$ cat src/rtl/ddr_pkg.sv
// Shared types for the DDR lane judge: grade encoding and lane FSM states.
package ddr_pkg;

  localparam int GRADE_W = 2;

  typedef enum logic [GRADE_W-1:0] {
    GR_NONE    = 2'd0,
    GR_PERFECT = 2'd1,
    GR_GOOD    = 2'd2,
    GR_MISS    = 2'd3
  } grade_t;

  typedef enum logic {
    ST_IDLE = 1'b0,
    ST_OPEN = 1'b1
  } lane_state_t;

endpackage

$ cat src/rtl/ddr_lane_fsm.sv
// One lane's timing window: press edge detect, tick counter and PERFECT/GOOD/MISS grading.
// Macro DDR_STRAY_PENALTY_EN turns presses on an idle lane into MISS judgements.
//   state | meaning
//   IDLE  | no note in the window; presses are stray
//   OPEN  | note in window, r_cnt counts ticks 0..2*WIN_GOOD
module ddr_lane_fsm
  import ddr_pkg::*;
#(
  parameter int WIN_GOOD    = 4,
  parameter int WIN_PERFECT = 1
) (
  input  logic   clk,
  input  logic   reset,
  input  logic   i_tick,
  input  logic   i_arm,
  input  logic   i_btn,
  output logic   o_valid,
  output grade_t o_grade,
  output logic   o_open,
  output logic   o_ev_valid,
  output grade_t o_ev_grade
);

  localparam int CNT_W = $clog2(2*WIN_GOOD + 1);
  localparam logic [CNT_W-1:0] CNT_LAST = CNT_W'(2*WIN_GOOD);
  localparam logic [CNT_W-1:0] CNT_MID  = CNT_W'(WIN_GOOD);
  localparam logic [CNT_W-1:0] DIST_PF  = CNT_W'(WIN_PERFECT);

  lane_state_t      r_state, w_state_nxt;
  logic [CNT_W-1:0] r_cnt, w_cnt_nxt;
  logic             r_btn_q;
  logic             r_valid;
  grade_t           r_grade;

  logic             w_press;
  logic             w_expire;
  logic [CNT_W-1:0] w_dist;
  logic             w_ev_valid;
  grade_t           w_ev_grade;

  assign w_press  = i_btn & ~r_btn_q;
  assign w_expire = i_tick && (r_cnt == CNT_LAST);
  assign w_dist   = (r_cnt >= CNT_MID) ? (r_cnt - CNT_MID) : (CNT_MID - r_cnt);

  always_ff @(posedge clk) begin
    if (reset) begin
      r_state <= ST_IDLE;
      r_cnt   <= '0;
      r_btn_q <= 1'b0;
      r_valid <= 1'b0;
      r_grade <= GR_NONE;
    end else begin
      r_state <= w_state_nxt;
      r_cnt   <= w_cnt_nxt;
      r_btn_q <= i_btn;
      r_valid <= w_ev_valid;
      if (w_ev_valid) r_grade <= w_ev_grade;
    end
  end

  always_comb begin
    w_state_nxt = r_state;
    w_cnt_nxt   = r_cnt;
    case (r_state)
      ST_IDLE: begin
        if (i_arm) begin
          w_state_nxt = ST_OPEN;
          w_cnt_nxt   = '0;
        end
      end
      ST_OPEN: begin
        // A new note always restarts the window, even when the old one is graded this cycle.
        if (i_arm) begin
          w_cnt_nxt = '0;
        end else if (w_press || w_expire) begin
          w_state_nxt = ST_IDLE;
          w_cnt_nxt   = '0;
        end else if (i_tick) begin
          w_cnt_nxt = r_cnt + CNT_W'(1);
        end
      end
      default: begin
        w_state_nxt = ST_IDLE;
        w_cnt_nxt   = '0;
      end
    endcase
  end

  always_comb begin
    w_ev_valid = 1'b0;
    w_ev_grade = GR_NONE;
    case (r_state)
      ST_IDLE: begin
`ifdef DDR_STRAY_PENALTY_EN
        if (w_press) begin
          w_ev_valid = 1'b1;
          w_ev_grade = GR_MISS;
        end
`endif
      end
      ST_OPEN: begin
        if (w_press) begin
          w_ev_valid = 1'b1;
          w_ev_grade = (w_dist <= DIST_PF) ? GR_PERFECT : GR_GOOD;
        end else if (i_arm || w_expire) begin
          w_ev_valid = 1'b1;
          w_ev_grade = GR_MISS;
        end
      end
      default: ;
    endcase
  end

  assign o_valid    = r_valid;
  assign o_grade    = r_grade;
  assign o_open     = (r_state == ST_OPEN);
  assign o_ev_valid = w_ev_valid;
  assign o_ev_grade = w_ev_grade;

endmodule

$ cat src/rtl/ddr_lane_judge.sv
// DDR hit-judgement top: one ddr_lane_fsm per lane plus score/combo aggregation.
// Stray-press penalty is selected inside the lanes by DDR_STRAY_PENALTY_EN.
module ddr_lane_judge
  import ddr_pkg::*;
#(
  parameter int NUM_LANES   = 4,
  parameter int WIN_GOOD    = 4,
  parameter int WIN_PERFECT = 1,
  parameter int PTS_PERFECT = 100,
  parameter int PTS_GOOD    = 50,
  parameter int SCORE_W     = 20,
  parameter int COMBO_W     = 10
) (
  input  logic                         clk,
  input  logic                         reset,
  input  logic                         tick,
  input  logic [NUM_LANES-1:0]         note_arm,
  input  logic [NUM_LANES-1:0]         btn,
  output logic [NUM_LANES-1:0]         judge_valid,
  output logic [GRADE_W*NUM_LANES-1:0] judge_grade,
  output logic [NUM_LANES-1:0]         lane_open,
  output logic [SCORE_W-1:0]           score,
  output logic [COMBO_W-1:0]           combo,
  output logic [COMBO_W-1:0]           max_combo
);

  localparam int PTS_W  = $clog2(NUM_LANES*PTS_PERFECT + 1);
  localparam int HIT_W  = $clog2(NUM_LANES + 1);
  localparam int SSUM_W = ((SCORE_W > PTS_W) ? SCORE_W : PTS_W) + 1;
  localparam int CSUM_W = ((COMBO_W > HIT_W) ? COMBO_W : HIT_W) + 1;
  localparam logic [SCORE_W-1:0] SCORE_MAX = '1;
  localparam logic [COMBO_W-1:0] COMBO_MAX = '1;

  grade_t               w_grade    [NUM_LANES];
  grade_t               w_ev_grade [NUM_LANES];
  logic [NUM_LANES-1:0] w_ev_valid;

  logic [PTS_W-1:0]   w_pts;
  logic [HIT_W-1:0]   w_hits;
  logic               w_any_miss;
  logic [SSUM_W-1:0]  w_score_sum;
  logic [CSUM_W-1:0]  w_combo_sum;
  logic [SCORE_W-1:0] w_score_nxt;
  logic [COMBO_W-1:0] w_combo_nxt;
  logic [COMBO_W-1:0] w_max_nxt;

  logic [SCORE_W-1:0] r_score;
  logic [COMBO_W-1:0] r_combo;
  logic [COMBO_W-1:0] r_max_combo;

  for (genvar gi = 0; gi < NUM_LANES; gi++) begin : g_lane
    ddr_lane_fsm #(
      .WIN_GOOD    (WIN_GOOD),
      .WIN_PERFECT (WIN_PERFECT)
    ) u_lane (
      .clk        (clk),
      .reset      (reset),
      .i_tick     (tick),
      .i_arm      (note_arm[gi]),
      .i_btn      (btn[gi]),
      .o_valid    (judge_valid[gi]),
      .o_grade    (w_grade[gi]),
      .o_open     (lane_open[gi]),
      .o_ev_valid (w_ev_valid[gi]),
      .o_ev_grade (w_ev_grade[gi])
    );
    assign judge_grade[GRADE_W*gi +: GRADE_W] = w_grade[gi];
  end

  // Aggregate this cycle's (pre-register) lane events so totals land with the strobes.
  always_comb begin
    w_pts      = '0;
    w_hits     = '0;
    w_any_miss = 1'b0;
    for (int i = 0; i < NUM_LANES; i++) begin
      if (w_ev_valid[i]) begin
        case (w_ev_grade[i])
          GR_PERFECT: begin
            w_pts  = w_pts + PTS_W'(PTS_PERFECT);
            w_hits = w_hits + HIT_W'(1);
          end
          GR_GOOD: begin
            w_pts  = w_pts + PTS_W'(PTS_GOOD);
            w_hits = w_hits + HIT_W'(1);
          end
          GR_MISS: w_any_miss = 1'b1;
          default: ;
        endcase
      end
    end

    w_score_sum = SSUM_W'(r_score) + SSUM_W'(w_pts);
    w_score_nxt = (w_score_sum > SSUM_W'(SCORE_MAX)) ? SCORE_MAX : w_score_sum[SCORE_W-1:0];

    w_combo_sum = CSUM_W'(r_combo) + CSUM_W'(w_hits);
    if (w_any_miss)
      w_combo_nxt = '0;
    else if (w_combo_sum > CSUM_W'(COMBO_MAX))
      w_combo_nxt = COMBO_MAX;
    else
      w_combo_nxt = w_combo_sum[COMBO_W-1:0];

    w_max_nxt = (w_combo_nxt > r_max_combo) ? w_combo_nxt : r_max_combo;
  end

  always_ff @(posedge clk) begin
    if (reset) begin
      r_score     <= '0;
      r_combo     <= '0;
      r_max_combo <= '0;
    end else begin
      r_score     <= w_score_nxt;
      r_combo     <= w_combo_nxt;
      r_max_combo <= w_max_nxt;
    end
  end

  assign score     = r_score;
  assign combo     = r_combo;
  assign max_combo = r_max_combo;

endmodule
$ cat config.mk
export PLATFORM = sky130hd
export DESIGN_NAME = ddr_lane_judge
export DESIGN_NICKNAME = d
export VERILOG_FILES = /design/src/rtl/ddr_pkg.sv /design/src/rtl/ddr_lane_fsm.sv /design/src/rtl/ddr_lane_judge.sv
export SDC_FILE = /design/constraint.sdc
export NUM_CORES = 1
export LEC_CHECK = 0
export ABC_AREA = 1
export CORE_UTILIZATION = 35
export DETAILED_ROUTE_END_ITERATION = 12
export HOLD_SLACK_MARGIN = 0.15
export PLACE_DENSITY = 0.56
export SETUP_SLACK_MARGIN = 0.05
export SYNTH_ARGS = -nofsm -noshare
export SYNTH_HDL_FRONTEND = slang
export SYNTH_SLANG_ARGS = --single-unit
$ cat constraint.sdc
create_clock -name clk -period 11.18 [get_ports clk]
set_input_delay 1.118 -clock clk [delete_from_list [all_inputs] [get_ports clk]]
set_output_delay 1.118 -clock clk [all_outputs]
set_load 0.01 [all_outputs]
==> flow_summary.yaml <==
clock_tree:
  clk_root_buffer_cell: "clkbuf_16"
  post_cts_buffers: 0
  clk_pin_slew_ns: 0.06
  ctsHoldBuffers: 0
  htreeDepth: 3
  cts_made_buffers: 9
  cts_tree: "built"
  cts-resized-gates: 0
  clockBufferDepth: 2
  cts.sinks: 76
  insertion_delay_ns: 0.34
power_and_ir_drop:
  intPower_uw: 588.9
  p_leak_uw: 0.003096
  ir_drop_mv: 0.1920
  combinationalPowerShare: 0.304
  p_seq_frac: 0.365
  switching_share: 0.3391
  power.share.clock: 0.331
  p_per_area_nw_per_um2: 133.0
  p_switching_uw: 302.1
floorplanning:
  die_h_um: 128.5
  die_w_um: 128.5
  dieArea_um2: 16510
  rows: 45
  core_area_um2: 15430
  io_pins: 67
  start_util: 0.3629
finish:
  register_area_um2: 1521
  area_growth_pct: 19.69
  postLayoutCoreUtil: 0.4344
  nets: 918
  multi_input_area_um2: 3408
  drive_gt1_frac: 0.09272
  finalNonFillerCells: 1063
  n_fill_cell: 1672
  diodes: 0
synth:
  yosysWarnings: 0
  synth_common_cells: "135 x inv_1, 134 x nand2_1, 77 x a21oi_1"
  synth.most_common_cell: "inv_1"
  synth_top_family_by_area: "simple AND/OR/NAND/NOR gates"
  synth_top_cell_area_share: 0.2717
  syn_inst: 790
  synthSimpleGateAreaFrac: 0.2787
  synth_cell_type_count: 54
  synth_compound_area_frac: 0.1589
  synth_xor_area_frac: 0.03441
  syn_area_um2: 5599
  syn_avg_cell_area_um2: 7.087
  ys_seq_elements: 76
  syn_nets: 861
  ys_top_cells_by_area: "dfxtp_1 27%, ha_1 13%, inv_1 9.1%"
  muxShareOfSynthArea: 0
  synth-edff-count: 0
  synth_top_cell_by_area: "dfxtp_1"
  ys_seq_area_frac: 0.2717
  synth_adder_area_share: 0.1368
  async_reset_ff_frac: 0
  yosys_most_used_dff: "dfxtp_1"
global_routing:
  grt_first_pass_wirelength_um: 22270
  first_global_vias: 4712
  antenna_found_initial: 0
  grt_util_all_layers: 0.1675
  grt_max_degree: 56
  grt_overflow: 0
outcome:
  status: "finished, final reports clean"
worst_setup_path:
  crit_slowest_cell: "clkdlybuf4s50_1"
  critPathRequiredTime_ns: 11.45
  arrival_ns: 7.32
  critPathMaxStageDelay_ns: 0.54
  criticalPathCategory: "in2reg"
  start_kind: "input pin"
  critPathCaptureType: "flop"
  path_max_fanout: 20
detailed_routing:
  viasPerCell: 4.672
  num_vias: 4966
  wl_per_cell_um: 12.20
  route.met3.wl_um: 378
  wl_met2_um: 5804
  drc_errors: 0
  ant_nets: 0
  dr.max_layer_used: "met4"
  wl_um: 12970
  drt_first_iter_violations: 193
  met1_length_um: 6633
  dr.pass1.iters: 5
placed_design:
  routabilityCongestion: 0.8216
  placed_cells: 1047
  pre_cts_slack_ns: 3.730
  place_hpwl_um: 9905
  portBuffers: 66
min_path:
  hp-class: "reg2reg"
sta:
  timing.final.ws_setup_ns: 4.129
  skew_ns: 0.006160
  worst_pin_slew_ns: 0.6442
  tns_ns: 0
  slew_viol_final: 0
  fmax_mhz: 141.8
  relSlewSlack: 0.5705
  finalSetupViolCount: 0
  timing_hold_violations_final: 0
  rsz0062_at_grt: "false"
  period_share: 0.6307
  final.min_clock_period_ns: 7.051
flow_run:
  max_cap_violations: 0
layer usage:
layer | global-route usage | up-vias
met4 | 0.05121 | 0
li1 | - | 2689
met5 | 0 | -
met3 | 0.02661 | 13
met1 | 0.2316 | 2202
met2 | 0.2665 | 62
kinds of logic (layout without fill, tap and decap cells):
| group | Yosys count | count (layout) |
|---|---|---|
| AOI/OAI and AO/OA | 155 | 155 |
| xor gates and xnor gates | 22 | 22 |
| adders and majority gates | 60 | 60 |
| buffers and inverters | 167 | 229 |
| DFF | 76 | 76 |
| and+or+nand+nor | 310 | 310 |
sequential cells by signal, summed over array words and instances, names as in the netlist:
name / cells
g_lane.u_lane.r_cnt: 16
combo: 10
score: 20
g_lane.u_lane.r_btn_q: 4
g_lane.u_lane.o_valid: 4
g_lane.u_lane.o_grade: 8
g_lane.u_lane.o_open: 4
max_combo: 10
worst paths after layout:
check	startpoint	to	slack, ns	depth (start not counted)
hold / removal	score[0]	score[0]	0.45	2
setup reg to reg	g_lane[0].u_lane.r_cnt[0]	max_combo[6]	4.83	35
setup / recovery	tick	max_combo[6]	4.13	34
hold reg to reg	score[0]	score[0]	0.45	2
through the flow:
stage	cell area [um2]	power [uW]	hold WS [ns]
final	6701	891.1	0.4527
after global routing	6701	961.0	0.4755
after CTS	6701	903.1	0.4581
after detailed placement	6407	602.9	0.4496
after global placement	6407	603.4	0.4430
after floorplan	5599	512.3	0.4687
layout by cell type (no fill, tap or decap), types with 3 or more instances in the layout:
master           netlist  final
ha_1                  58     58
nand3_1               41     41
clkdlybuf4s50_1        0     65
nor3_1                10     10
nand3_2                6      6
clkbuf_16              0      9
nand2_2               12     12
a22oi_1                3      3
nor2_1                64     64
nand3_4                4      4
a31oi_1                8      8
xor2_1                20     20
o21ai_0               35     35
a21oi_1               77     77
inv_1                135    135
o21ai_1                4      4
inv_2                 10     10
clkinvlp_4             0      3
o211ai_1               4      4
nand4_1               10     10
nand2_1              134    134
nand2_4                9      9
a211oi_1               7      7
dfxtp_1               76     76
nor2_2                 5      5
nor2_4                 3      3
worst max-delay path, delay by kind of cell:
kind,cells,cell delay [ns]
buffers and inverters,6,1.31
AOI/OAI and AO/OA,9,1.63
adders and majority gates,5,1.39
and+or+nand+nor,14,1.88
power groups by stage:
stage | combinational, uW | sequential [uW] | clock, uW
after global placement | 271 | 332 | 0
after global routing | 317 | 330 | 314
after detailed placement | 272 | 331 | 0
after floorplan | 176 | 336 | 0
final | 271 | 325 | 295
after CTS | 274 | 326 | 303
layout make-up:
class                   count  area share
multi-input cells         547      0.5086
clock inverters             5    0.009149
clock buffers              11     0.03473
flip-flops and latches     76      0.2270
repair buffers             67     0.09895
well taps                 211     0.03940
inverters                 146     0.08215
No activity file was read; power rests on OpenSTA's default activity.
